[config.mk]
export PLATFORM = sky130hd
export DESIGN_NAME = relu_array
export DESIGN_NICKNAME = d
export VERILOG_FILES = /design/src/rtl/relu_pkg.sv /design/src/rtl/relu_lane.sv /design/src/rtl/relu_array.sv
export SDC_FILE = /design/constraint.sdc
export NUM_CORES = 1
export LEC_CHECK = 0
export ABC_CLOCK_PERIOD_IN_PS = 2200
export CAP_MARGIN = 40
export CORE_MARGIN = 3
export CORE_UTILIZATION = 34
export DETAILED_ROUTE_END_ITERATION = 16
export PLACE_DENSITY_LB_ADDON = 0.3
export SLEW_MARGIN = 10
export SYNTH_ARGS = -nofsm -noshare
export SYNTH_HDL_FRONTEND = slang
export SYNTH_SLANG_ARGS = --single-unit
[constraint.sdc]
create_clock -name clk -period 2.2 [get_ports clk]
set_clock_uncertainty 0.1 [all_clocks]
set_input_delay 0.22 -clock clk [delete_from_list [all_inputs] [get_ports clk]]
set_output_delay 0.22 -clock clk [all_outputs]
set_load 0.05 [all_outputs]
[src/rtl/relu_pkg.sv]
// Shared mode encodings and the clamp-ceiling helper for the activation stage.
// Both relu_lane and relu_array import this package.
package relu_pkg;

    localparam logic [1:0] RELU_MODE_BYPASS = 2'b00;
    localparam logic [1:0] RELU_MODE_RELU   = 2'b01;
    localparam logic [1:0] RELU_MODE_LEAKY  = 2'b10;
    localparam logic [1:0] RELU_MODE_CLAMP  = 2'b11;

    // The ceiling is 6.0 in the element's fixed-point format.
    // It saturates to the largest positive value when 6.0 cannot be represented.
    function automatic longint clamp_ceiling(input int num_width, input int frac_bits);
        longint ceil6;
        longint maxpos;
        ceil6  = longint'(6) << frac_bits;
        maxpos = (longint'(1) << (num_width - 1)) - 1;
        return (ceil6 > maxpos) ? maxpos : ceil6;
    endfunction

endpackage

[src/rtl/relu_lane.sv]
// Combinational activation of one signed element: bypass, ReLU, leaky ReLU or clamped ReLU.
// Zero latency, no handshake; is_neg reports the input sign for the optional frame statistics.
module relu_lane
    import relu_pkg::*;
#(
    parameter int NUM_WIDTH = 16,
    parameter int FRAC_BITS = 8
) (
    input  logic [NUM_WIDTH-1:0] x,
    input  logic [1:0]           mode,
    input  logic [3:0]           sh,
    output logic [NUM_WIDTH-1:0] y,
    output logic                 is_neg
);

    localparam logic signed [NUM_WIDTH-1:0] CEIL =
        NUM_WIDTH'(clamp_ceiling(NUM_WIDTH, FRAC_BITS));

    logic signed [NUM_WIDTH-1:0] xs;
    assign xs     = x;
    assign is_neg = x[NUM_WIDTH-1];

    always_comb begin
        y = x;
        case (mode)
            RELU_MODE_BYPASS: y = x;
            RELU_MODE_RELU: begin
                if (is_neg) y = '0;
            end
            RELU_MODE_LEAKY: begin
                if (is_neg) y = xs >>> sh;
            end
            RELU_MODE_CLAMP: begin
                if (is_neg)         y = '0;
                else if (xs > CEIL) y = CEIL;
            end
        endcase
    end

endmodule

[src/rtl/relu_array.sv]
// Multi-lane activation stage: two-stage stallable valid/ready pipeline, latency 2 cycles, 1 beat/cycle.
// up_ready = !s1_valid || !s2_valid || dn_ready. RELU_STATS_EN builds the per-frame negative-element counter.
module relu_array
    import relu_pkg::*;
#(
    parameter int NUM_WIDTH  = 16,
    parameter int LANES      = 4,
    parameter int FRAC_BITS  = 8,
    parameter int STAT_WIDTH = 32
) (
    input  logic                       clk,
    input  logic                       rst_n,
    input  logic [1:0]                 mode,
    input  logic [3:0]                 leaky_sh,
    input  logic                       up_valid,
    output logic                       up_ready,
    input  logic [LANES*NUM_WIDTH-1:0] up_data,
    input  logic                       up_last,
    output logic                       dn_valid,
    input  logic                       dn_ready,
    output logic [LANES*NUM_WIDTH-1:0] dn_data,
    output logic                       dn_last,
    output logic [STAT_WIDTH-1:0]      neg_count
);

    logic                       s1_valid;
    logic [LANES*NUM_WIDTH-1:0] s1_data;
    logic [1:0]                 s1_mode;
    logic [3:0]                 s1_sh;
    logic                       s1_last;

    logic                       s2_valid;
    logic [LANES*NUM_WIDTH-1:0] s2_data;
    logic                       s2_last;

    logic                       s2_adv;
    logic                       s1_adv;
    logic [LANES*NUM_WIDTH-1:0] act_bus;
    logic [LANES-1:0]           lane_neg;

    assign s2_adv   = !s2_valid || dn_ready;
    assign s1_adv   = !s1_valid || s2_adv;
    assign up_ready = s1_adv;

    always_ff @(posedge clk or negedge rst_n) begin
        if (!rst_n) begin
            s1_valid <= 1'b0;
            s1_data  <= '0;
            s1_mode  <= RELU_MODE_BYPASS;
            s1_sh    <= '0;
            s1_last  <= 1'b0;
        end else if (s1_adv) begin
            s1_valid <= up_valid;
            if (up_valid) begin
                s1_data <= up_data;
                s1_mode <= mode;
                s1_sh   <= leaky_sh;
                s1_last <= up_last;
            end
        end
    end

    // The activation is evaluated on the S1 registers, so mode/shift travel with their beat.
    for (genvar g = 0; g < LANES; g++) begin : g_lane
        relu_lane #(
            .NUM_WIDTH (NUM_WIDTH),
            .FRAC_BITS (FRAC_BITS)
        ) u_lane (
            .x      (s1_data[g*NUM_WIDTH +: NUM_WIDTH]),
            .mode   (s1_mode),
            .sh     (s1_sh),
            .y      (act_bus[g*NUM_WIDTH +: NUM_WIDTH]),
            .is_neg (lane_neg[g])
        );
    end

    always_ff @(posedge clk or negedge rst_n) begin
        if (!rst_n) begin
            s2_valid <= 1'b0;
            s2_data  <= '0;
            s2_last  <= 1'b0;
        end else if (s2_adv) begin
            s2_valid <= s1_valid;
            if (s1_valid) begin
                s2_data <= act_bus;
                s2_last <= s1_last;
            end
        end
    end

    assign dn_valid = s2_valid;
    assign dn_data  = s2_data;
    assign dn_last  = s2_last;

`ifdef RELU_STATS_EN
    logic [STAT_WIDTH-1:0] beat_neg;
    logic [STAT_WIDTH-1:0] cnt_q;

    always_comb begin
        beat_neg = '0;
        for (int i = 0; i < LANES; i++) begin
            beat_neg = beat_neg + STAT_WIDTH'(lane_neg[i]);
        end
    end

    // Counted as the beat enters S2, so the value on the port covers the beat being presented;
    // s2_last still flags the previous beat, and a new frame starts after a last beat.
    always_ff @(posedge clk or negedge rst_n) begin
        if (!rst_n) begin
            cnt_q <= '0;
        end else if (s1_valid && s2_adv) begin
            cnt_q <= (s2_last ? '0 : cnt_q) + beat_neg;
        end
    end

    assign neg_count = cnt_q;
`else
    logic unused_neg;
    assign unused_neg = ^lane_neg;
    assign neg_count  = '0;
`endif

endmodule

# Word-level counts from Yosys, hierarchy flattened
# Cells that the tools add are included.
[op_classes]
n_lt_le_gt_ge = 4
eq_ne = 3
shift = 4
muxes = 20
n_reduce_logical = 7
[ops]
columns = ["cell", "n"]
rows = [
  ["16-bit case mux with 4 select lines", 4],
  ["16-bit two-way mux", 8],
  ["15-bit two-way mux", 8],
  ["16-bit by 12-bit greater-than comparator with 1-bit output (second input constant)", 4],
  ["16-bit by 4-bit >>> shifter with 16-bit output", 4],
  ["2-bit equality test (second input constant)", 2],
  ["2-bit AND reduction", 2],
  ["2-bit by 1-bit equality test with 1-bit output (second input constant)", 1],
  ["1-bit logical NOT", 2],
  ["2-bit logical NOT", 1],
  ["1-bit logical OR", 2],
]
[totals]
register_bits = 138
input_bits = 75
out_inout_bits = 99
elab_cells = 46

# Longest topological paths before layout
# Gate-level depths: netlist of run 1.
[logic_depth]
ltp_word = 4
depth_mapped = 9
depth_no_buf = 5

# Modules after synthesis
# Synthesis of run 1 repeated with hierarchy kept, for this count alone.
[unflattened]
cells_unflattened = 803
area_unflattened_um2 = 9606.7
[by_module_without_submodules]
columns = ["mod", "instances", "cells_per_inst", "area_per_inst_um2", "seq_area_each_um2"]
rows = [
  ["relu_array", 1, 327, 5642.9, 3453.3],
  ["relu_lane", 4, 119, 991.0, 0.0],
]

# Worst setup path before layout of run 1
# OpenSTA, ideal clock, no wires.
[synth_path]
kind = "register to register"
from = "reg s2_valid (netlist: dn_valid)"
to = "reg s1_data[10]"
setup_time_ns = 0.125
t_arrival_ns = 2.273
t_required_ns = 1.975
slack_ns = -0.298
path_stages_with_launch = 5
n_path_buf = 1
synth_period_minus_slack_ns = 2.498
cell_sequence = "dfrtp_1 > nand3b_1 > nand2_1 > buf_1 > mux2_2"
[synth_between]
elab_chain_len = 4
[synth_rtl]
columns = ["item", "line_no", "rtl"]
rows = [
  ["from (decl)", "relu_array.sv:32", "logic s2_valid;"],
  ["from (signal assigned)", "relu_array.sv:83", "s2_valid <= s1_valid;"],
  ["1-bit logical NOT", "relu_array.sv:41", "assign s2_adv = !s2_valid || dn_ready;"],
  ["1-bit logical OR", "relu_array.sv:41", ""],
  ["1-bit logical OR", "relu_array.sv:42", "assign s1_adv = !s1_valid || s2_adv;"],
  ["named net up_ready", "relu_array.sv:16", "output logic up_ready,"],
  ["2-bit AND reduction (no source line)", "--", ""],
  ["to (signal assigned)", "relu_array.sv:55", "s1_data <= up_data;"],
  ["to (decl)", "relu_array.sv:27", "logic [LANES*NUM_WIDTH-1:0] s1_data;"],
]
# The timed path passes the listed nets, and every way through them passes these cells.
# A chain may end at the register's enable or synchronous reset.

# Worst setup path in the final report of run 1
[layout_path]
from = "reg s1_sh[0]"
to = "reg s2_data[19] (netlist: dn_data[19])"
[layout_between]
elab_chain_len = 3
[layout_rtl]
columns = ["item", "line_no", "rtl"]
rows = [
  ["from (decl)", "relu_array.sv:29", "logic [3:0] s1_sh;"],
  ["from (signal assigned)", "relu_array.sv:57", "s1_sh <= leaky_sh;"],
  ["16-bit by 4-bit >>> shifter with 16-bit output", "relu_lane.sv:31", "if (is_neg) y = xs >>> sh;"],
  ["16-bit two-way mux", "relu_lane.sv:31", ""],
  ["16-bit case mux with 4 select lines", "relu_lane.sv:25", "case (mode)"],
  ["to (signal assigned)", "relu_array.sv:85", "s2_data <= act_bus;"],
  ["to (decl)", "relu_array.sv:33", "logic [LANES*NUM_WIDTH-1:0] s2_data;"],
]
# Every way passes these cells.

==> impl_metrics.tcl, run 1 <==
set metrics [dict create \
    first_global_vias 7460 \
    largest_net_degree_at_the_start_of_global_routing 51 \
    rsz_0062_raised_after_global_routing "true" \
    path_class "flip-flop to flip-flop" \
    place_inst 1312 \
    insertedDiodeCount 0 \
    fmaxAchievable_mhz 451.7 \
    finalWeightedCongestion 0.9244 \
    num-nets-final 1087 \
    htree_levels 4 \
    timing.final.crit_period_ns 2.214 \
    placement.cell_area_um2 10990 \
    vdd_drop_max_mv 0.4854 \
    hold_violation_total_from_the_final_report 0 \
    floorplan.die.height_um 167.1 \
    detail-route-antenna-nets 0 \
    grt_pass1_wl_um 43770 \
    critical_path.endpoint_type "flip-flop" \
    number_of_buffers_created_by_cts 17 \
    rows 58 \
    synth.lib_cells_used.distinct 51 \
    ys_async_sr_fraction_pct 100.0 \
    vias 7494 \
    floorplan.core_area_um2 25330 \
    dieArea_um2 27910 \
    setup_viol 1 \
    synth-edff-count 0 \
    yosys_most_used_dff "dfrtp_1" \
    worst_skew_pair_later_pin_latency_ns 0.43 \
    clock_tree_from_tritoncts "done" \
    avgViaCountPerCell 5.531 \
    postSynthRegisterBits 138 \
    ctsLongestPathBuffers 2 \
    worst_ep_arrival_time_ns 2.42 \
    status "complete, but fails checks" \
    synthesis.instances 826 \
    fraction_of_final_layout_cells_with_drive_strength_greater_than_1_pct 29.76 \
    timing_worst_slew_pin_value_ns 0.6167 \
    first_pass_iters 7 \
    mostFrequentLayoutCell "clkdlybuf4s50_1" \
    grtUsageTotal_pct 19.73 \
    fillerInstances 2356 \
    route.final.wire_length_um 27770 \
    maxUsedRoutingLayer "met4" \
    met1Wirelength_um 12190 \
    area_growth_pct 33.74 \
    yosys_warnings 0 \
    final-instance-count-excl-fill 1355 \
    die_w_um 167.1 \
    grt-ovfl-total 0 \
    wire_per_inst_um 20.50 \
    critPathMaxFanout 14 \
    dp_slack_ns -0.1114 \
    fin_setup_tns_ns -0.01389 \
    post_detailed_route_drc_marker_count 0 \
    postSynthAreaPerCell_um2 10.68 \
    clockRootBuffer "clkbuf_16" \
    layout.cells.most_common_list "clkdlybuf4s50_1 (139), dfrtp_1 (134), nand2_1 (88), nor2_1 (81), buf_4 (80)" \
    violations_in_the_final_reports "negative setup slack" \
    final_max_slew_violation_count 0 \
    antenna_found_initial 0 \
    hold_removal_path_class "input pin to asynchronous set/reset pin" \
    detail_route.iter0.violations 826 \
    power_density_nw_per_um2 1032 \
    cap_violations 0 \
    cellLeakagePower_nw 4.769 \
    port_buffers 141 \
    slew_headroom_pct 58.76 \
    top_level_ports 174 \
    clock_sink_count 138 \
    synth-seq-area-share_pct 39.16 \
    met3RoutedLength_um 2048 \
    post-route-worst-setup-slack_ns -0.01389 \
    stdcell_area_um2 11790 \
    final.period_utilization_pct 100.6 \
    initial_utilization_pct 34.82 \
    dp_hpwl_um 19830 \
    syn-cell-area_um2 8818 \
    finalHoldWorstSlack_ns 0.1942 \
    critPathLaunchType "flip-flop" \
    worst_setup_hold_path_clk_slew_ns 0.06 \
    met2_length_um 12990 \
    critPathRequiredTime_ns 2.41 \
]
==> cell families after synthesis <==
| family | after synthesis | share of synthesized area [%] |
|---|---|---|
| multiplexers | 167 | 30.05 |
| AO/OA/AOI/OAI | 178 | 12.51 |
| other | 1 | 0.04252 |
| AND/OR/NAND/NOR | 234 | 11.39 |
| flip-flops | 138 | 39.16 |
| buffers and inverters | 108 | 6.839 |
==> cell usage after synthesis (all sizes together), types with 10 or more instances <==
master,instances,area [um2]
dfrtp,138,3453
nand2,90,337.8
nor2,82,307.8
mux2,79,889.6
mux4,70,1580
a21oi,61,305.3
buf,61,426.7
clkbuf,41,153.9
o21ai,41,205.2
mux2i,18,180.2
nand3,18,90.09
a31oi,13,81.33
o211ai,10,75.07
o22ai,10,62.56
==> final timing paths <==
check / from / end / slack (ns) / cells past startpoint
worst max-delay path: s1_sh[0] / dn_data[19] / -0.01 / 4
worst min-delay path: rst_n / s1_data[25] / 0.19 / 2
worst max register to register: s1_sh[0] / dn_data[19] / -0.01 / 4
worst min register to register: s1_last / dn_last / 0.36 / 2
max in group asynchronous: rst_n / s1_sh[0] / 1.14 / 3
min in group clk: up_data[38] / s1_data[38] / 0.30 / 2
==> area by class of cell <==
cell class | count | area (um2) | area share (%)
Clock inverter | 11 | 145.1 | 1.231
Timing Repair Buffer | 238 | 2322 | 19.69
Tap cell | 330 | 412.9 | 3.501
Inverter | 6 | 22.52 | 0.1910
Multi-Input combinational cell | 611 | 4967 | 42.12
Clock buffer | 21 | 460.4 | 3.904
Sequential cell | 138 | 3463 | 29.37
==> power breakdown <==
part           leakage [nW]  internal (mW)  switching (mW)
clock                 0.289           1.84            1.19
sequential             1.63           3.06           0.628
combinational          2.85           2.39            3.06
==> per-stage QoR <==
step | total power [mW] | utilization, %
after floorplan | 7.092 | -
after global placement | 8.995 | 43.40
after detailed placement | 9.049 | 43.40
after CTS | 12.17 | 46.13
after global routing | 12.75 | 46.57
final | 12.17 | 46.57
==> sequential cells by signal (all words and copies together) (netlist names) <==
register and cells:
dn_data 64, dn_last 1, dn_valid 1, s1_data 64, s1_last 1, s1_mode 2
s1_sh 4, s1_valid 1
==> routing by layer <==
metal / up-vias / GRT usage [%]
met5: - / 0
met3: 38 / 4.439
met1: 3731 / 27.64
met2: 338 / 30.50
li1: 3387 / -
met4: 0 / 6.420
==> critical path, cell delays in order (launching register included) <==
cell	delay [ns]
dfrtp_4	0.47
buf_12	0.18
mux4_2	0.54
mux4_2	0.48
a221o_1	0.33
==> timing repair <==
item,CTS,global route
resized for setup,3,23
pin swaps,0,3
endpoints found under the setup margin,15,28
setup buffers,7,3
hold buffers,1,0
endpoints found under the hold margin,45,0
No activity file was read; power rests on OpenSTA's default activity.
==> run 2, diff against run 1 <==
--- a/config.mk
+++ b/config.mk
@@ -7,6 +7,7 @@
 export LEC_CHECK = 0
 export ABC_CLOCK_PERIOD_IN_PS = 2200
 export CAP_MARGIN = 40
+export CORE_ASPECT_RATIO = 0.5
 export CORE_MARGIN = 3
 export CORE_UTILIZATION = 34
 export DETAILED_ROUTE_END_ITERATION = 16
==> impl_metrics.tcl, run 2 (synthesized netlist as in run 1, its figures left out) <==
set metrics [dict create \
    top_level_ports 174 \
    hold_removal_path_class "input pin to asynchronous set/reset pin" \
    initial_utilization_pct 35.67 \
    post_detailed_route_drc_marker_count 0 \
    fillerInstances 2292 \
    critical_path.max_stage_delay_ns 0.51 \
    detail-route-antenna-nets 0 \
    status "complete, but fails checks" \
    wire_per_inst_um 20.91 \
    fraction_of_final_layout_cells_with_drive_strength_greater_than_1_pct 30.24 \
    reg2reg_slack_ns -0.005 \
    timing.critical_path.slowest_stage_cell "mux4_2" \
    insertedDiodeCount 0 \
    hold_violation_total_from_the_final_report 0 \
    reg2reg_to "dn_data[20]" \
    path_class "flip-flop to flip-flop" \
    critPathMaxFanout 11 \
    worst_skew_pair_later_pin_latency_ns 0.44 \
    multi_input_area_um2 4961 \
    worst_setup_hold_path_clk_slew_ns 0.07 \
    violations_in_the_final_reports "negative setup slack" \
    num-nets-final 1097 \
    final.period_utilization_pct 100.2 \
    place_inst 1323 \
    cap_violations 0 \
    first_pass_iters 7 \
    antenna_found_initial 0 \
    slew_headroom_pct 59.63 \
    die_w_um 233.8 \
    rows 40 \
    clock_sink_count 138 \
    worst_setup_path_startpoint "s1_sh[0]" \
    finalWeightedCongestion 0.9130 \
    total_power_mw 12.08 \
    rsz_0062_raised_after_global_routing "true" \
    power_density_nw_per_um2 1018 \
    timing_worst_slew_pin_value_ns 0.6037 \
    vdd_drop_max_mv 0.5518 \
    layout.cells.most_common_list "clkdlybuf4s50_1 (139), dfrtp_1 (135), buf_4 (90), nand2_1 (88), nor2_1 (81)" \
    largest_net_degree_at_the_start_of_global_routing 72 \
    cpLargestDelayFamily "multiplexers" \
    grt_pass1_wl_um 45020 \
    area_growth_pct 34.61 \
    cellLeakagePower_nw 4.824 \
    avgViaCountPerCell 5.551 \
    clock_tree_from_tritoncts "done" \
    clockRootBuffer "clkbuf_16" \
    port_buffers 141 \
    cp_cell_sequence "buf_12 -> mux4_2 -> mux4_2 -> a221o_1" \
    worst_ep_arrival_time_ns 2.42 \
    sequential_cell_area_um2 3460 \
    vias 7610 \
    fmaxAchievable_mhz 453.5 \
    number_of_buffers_created_by_cts 17 \
    final_max_slew_violation_count 0 \
    grtUsageTotal_pct 20.76 \
    route.final.wire_length_um 28670 \
    post-route-worst-setup-slack_ns -0.005137 \
    critPathRequiredTime_ns 2.41 \
    mostFrequentLayoutCell "clkdlybuf4s50_1" \
    first_global_vias 7603 \
    critical_path.endpoint_type "flip-flop" \
    final-instance-count-excl-fill 1371 \
    critical_path.endpoint "dn_data[20]" \
    worstRegToRegCells 4 \
    worst-path-buf-inv 1 \
    grt-ovfl-total 0 \
    htree_levels 4 \
    critical_path_cell_count 4 \
    timing.final.crit_period_ns 2.205 \
    regToRegStartpoint "s1_sh[0]" \
    ctsLongestPathBuffers 2 \
    critical_path.most_common_cell "mux4_2" \
    floorplan.core_area_um2 24720 \
    dp_hpwl_um 20440 \
    critPathLaunchType "flip-flop" \
    setup_viol 1 \
    floorplan.die.height_um 119.9 \
    detail_route.iter0.violations 670 \
    dieArea_um2 28020 \
]
[run 2: cell types whose count changed in the layout (fill, tap and decap cells not counted), moves of 2 or more]
cell and change:
o21ai_0 +2, buf_4 +10, a32oi_1 +2, clkinv_4 +3, buf_12 +3, clkbuf_1 -2
a32oi_2 -2, o21ai_1 -2, buf_6 -2
[run 2: stage by stage]
stage | worst slack [ns] | hold WS [ns] | utilization (%) | setup TNS, ns | instance area (um2)
2_1_floorplan | -0.05312 | -0.1756 | - | -2.125 | 8945
3_3_place_gp | -0.1583 | 0.07535 | 44.73 | -0.2384 | 11060
3_5_place_dp | -0.1570 | 0.07715 | 44.73 | -0.7763 | 11060
4_1_cts | -0.02720 | 0.1844 | 47.45 | -0.08358 | 11730
5_1_grt | -0.06839 | 0.2131 | 48.01 | -0.5123 | 11870
6_report | -0.005137 | 0.1848 | 48.01 | -0.005137 | 11870
[run 2: layout make-up]
cell class / instances / share of cell area, %
multi-input combinational: 611 / 41.79
sequential: 138 / 29.15
timing repair buffer: 248 / 20.39
clock buffer: 18 / 3.700
tap: 336 / 3.542
clock inverter: 14 / 1.244
inverter: 6 / 0.1897
[run 2: worst register-to-register path: stages (launching register included)]
cell and delay [ns]:
dfrtp_4 0.49, buf_12 0.16, mux4_2 0.52, mux4_2 0.48, a221o_1 0.34
[run 2: what timing repair did]
| item | CTS | global route |
|---|---|---|
| pin swaps | 0 | 2 |
| gates cloned | 0 | 0 |
| hold buffers | 1 | 0 |
| buffers inserted | 7 | 8 |
| endpoints found under the setup margin | 21 | 28 |
| gates resized for setup | 3 | 14 |
| endpoints found under the hold margin | 100 | 0 |
[run 2: routing by layer]
metal  vias to the layer above  routed length [um]  global-route usage, %
li1                       3418                   -                      -
met1                      3817               13020                  30.70
met2                       351               13010                  30.96
met3                        24                2301                  4.744
met4                         0                 347                  4.656
met5                         -                   0                      0
[run 2: how the worst min path moves through the flow]
stage | from | to | slack [ns] | cells past startpoint
final | rst_n | s1_data[18] | 0.18 | 2
after CTS | rst_n | s1_data[29] | 0.18 | 2
after global placement | rst_n | s1_data[23] | 0.08 | 1
after global routing | rst_n | s1_data[30] | 0.21 | 2
after detailed placement | rst_n | s1_data[23] | 0.08 | 1
after floorplan | rst_n | dn_data[0] | -0.18 | 0
[run 2: report_power, final]
part           internal, mW  switching (mW)
combinational          2.41            3.08
sequential             3.06           0.647
clock                  1.70            1.19
total                  7.17            4.91
==> run 3, diff against run 2 <==
--- a/config.mk
+++ b/config.mk
@@ -5,13 +5,14 @@
 export SDC_FILE = /design/constraint.sdc
 export NUM_CORES = 1
 export LEC_CHECK = 0
-export ABC_CLOCK_PERIOD_IN_PS = 2200
+export ABC_CLOCK_PERIOD_IN_PS = 2300
 export CAP_MARGIN = 40
 export CORE_ASPECT_RATIO = 0.5
 export CORE_MARGIN = 3
 export CORE_UTILIZATION = 34
 export DETAILED_ROUTE_END_ITERATION = 16
 export PLACE_DENSITY_LB_ADDON = 0.3
+export REMOVE_ABC_BUFFERS = 1
 export SLEW_MARGIN = 10
 export SYNTH_ARGS = -nofsm -noshare
 export SYNTH_HDL_FRONTEND = slang
==> constraint.sdc (replaced) <==
create_clock -name clk -period 2.3 [get_ports clk]
set_clock_uncertainty 0.1 [all_clocks]
set_input_delay 0.23 -clock clk [delete_from_list [all_inputs] [get_ports clk]]
set_output_delay 0.23 -clock clk [all_outputs]
set_load 0.05 [all_outputs]
==> impl_metrics.tcl, run 3 (synthesized netlist as in run 1, its figures left out) <==
set metrics [dict create \
    status "finished, final reports clean" \
    port_buffers 141 \
    mostFrequentLayoutCell "clkdlybuf4s50_1" \
    grt-ovfl-total 0 \
    critical_path.endpoint_type "flip-flop" \
    first_pass_iters 5 \
    slew_headroom_pct 61.60 \
    detail_route.iter0.violations 896 \
    power.share.switching_pct 41.06 \
    insertedDiodeCount 0 \
    clock_share_of_power_pct 24.0 \
    power_frac_comb_pct 45.1 \
    seqPwrFrac_pct 31.0 \
    setup_viol 0 \
    floorplan.core_area_um2 24720 \
    clockRootBuffer "clkbuf_16" \
    vdd_drop_max_mv 0.3424 \
    final_max_slew_violation_count 0 \
    critical_path.max_stage_delay_ns 0.49 \
    fillerInstances 2284 \
    avgViaCountPerCell 5.635 \
    hold_removal_path_class "input pin to asynchronous set/reset pin" \
    stdcell_area_um2 11530 \
    worst_setup_hold_path_clk_slew_ns 0.06 \
    detail-route-antenna-nets 0 \
    power.switching_mw 4.640 \
    critPathLaunchType "flip-flop" \
    power.internal_mw 6.660 \
    critPathRequiredTime_ns 2.52 \
    dp_slack_ns 0.01546 \
    die_w_um 233.8 \
    power_density_nw_per_um2 980.1 \
    clock_sink_count 138 \
    dp_hpwl_um 19380 \
    first_global_vias 7481 \
    path_class "flip-flop to flip-flop" \
    final.period_utilization_pct 99.89 \
    timing_worst_slew_pin_value_ns 0.5742 \
    placement.cell_area_um2 10760 \
    grt_pass1_wl_um 43610 \
    timing.final.crit_period_ns 2.297 \
    cap_violations 0 \
    hold_violation_total_from_the_final_report 0 \
    num-nets-final 1056 \
    top_level_ports 174 \
    cellLeakagePower_nw 4.616 \
    critPathMaxFanout 8 \
    cpLargestDelayFamily "multiplexers" \
    area_growth_pct 30.75 \
    layout.cells.most_common_list "clkdlybuf4s50_1 (139), dfrtp_1 (136), nand2_1 (88), nor2_1 (81), mux2_2 (79)" \
    cp_cell_sequence "buf_4 -> clkbuf_16 -> buf_4 -> mux4_2 -> mux4_2 -> a221oi_2 -> nor2_1" \
    antenna_found_initial 0 \
    final_core_util_pct 46.63 \
    vias 7495 \
    largest_net_degree_at_the_start_of_global_routing 57 \
    wire_per_inst_um 20.80 \
    finalWeightedCongestion 0.9143 \
    htree_levels 4 \
    initial_utilization_pct 35.67 \
    post-route-worst-setup-slack_ns 0.002630 \
    number_of_buffers_created_by_cts 17 \
    fmaxAchievable_mhz 435.3 \
    route.final.wire_length_um 27660 \
    floorplan.die.height_um 119.9 \
    timing.critical_path.slowest_stage_cell "dfrtp_4" \
    total_power_mw 11.30 \
    ctsLongestPathBuffers 2 \
    grtUsageTotal_pct 19.91 \
    rsz_0062_raised_after_global_routing "true" \
    post_detailed_route_drc_marker_count 0 \
    fraction_of_final_layout_cells_with_drive_strength_greater_than_1_pct 26.36 \
    worst_ep_arrival_time_ns 2.51 \
    clock_tree_from_tritoncts "done" \
    worst-path-buf-inv 3 \
    worst_skew_pair_later_pin_latency_ns 0.43 \
    rows 40 \
    dieArea_um2 28020 \
]
[run 3: changes by cell type in the layout (fill, tap and decap cells not counted), sizes merged]
cell | previous run | this run
buf | 108 | 65
clkbuf | 18 | 22
clkinvlp | 2 | 5
clkinv | 9 | 3
bufinv | 2 | 1
inv | 7 | 9
[run 3: timing repair]
item                                    in CTS  in global routing
endpoints found under the setup margin       0                  8
setup buffers                                0                  9
endpoints found under the hold margin       52                  0
hold buffers                                 1                  0
resized for setup                            0                 10
[run 3: worst reg2reg max path, stage by stage, from the launching register on]
cell	delay, ns
dfrtp_4	0.49
buf_4	0.18
clkbuf_16	0.17
buf_4	0.15
mux4_2	0.31
mux4_2	0.49
a221oi_2	0.24
nor2_1	0.06
[run 3: stage by stage]
| step | hold slack [ns] | cells | TNS [ns] |
|---|---|---|---|
| floorplan | -0.1656 | 755 | -164.54 |
| global placement | 0.1407 | 1286 | 0 |
| detailed placement | 0.1415 | 1286 | 0 |
| CTS | 0.2528 | 1319 | 0 |
| global route | 0.2886 | 1330 | -0.05324 |
| finish | 0.2388 | 1330 | 0 |
[run 3: path summary, 6_finish.rpt]
path,from,to,slack (ns),cells past startpoint
max,s1_sh[0],dn_data[3],0.003,7
min,rst_n,dn_last,0.24,2
max reg2reg,s1_sh[0],dn_data[3],0.003,7
min reg2reg,s1_last,dn_last,0.37,2
max in group asynchronous,rst_n,dn_data[14],1.14,3
min in group clk,up_data[22],s1_data[22],0.31,2
[run 3: power by group through the flow]
stage | Clock (mW) | Sequential [mW] | Combinational [mW]
floorplan | 0 | 4.62 | 2.04
global placement | 0 | 3.54 | 4.88
detailed placement | 0 | 3.55 | 4.94
CTS | 2.74 | 3.51 | 4.96
global route | 2.86 | 3.57 | 5.40
finish | 2.71 | 3.50 | 5.09
[run 3: cell type report]
class	instances	area, um2	area share, %
clock buffers	20	456.7	3.961
flip-flops and latches	138	3458	29.99
repair buffers	207	2146	18.61
inverters	6	22.52	0.1953
multi-input cells	611	4910	42.58
well taps	336	420.4	3.646
clock inverters	12	116.4	1.009
[run 3: layer usage]
| layer | vias to the layer above | track usage (%) | wire, um |
|---|---|---|---|
| li1 | 3338 | - | - |
| met1 | 3761 | 28.25 | 12150 |
| met4 | 0 | 5.878 | 463 |
| met2 | 363 | 30.76 | 13070 |
| met5 | - | 0 | 0 |
| met3 | 33 | 4.127 | 1986 |
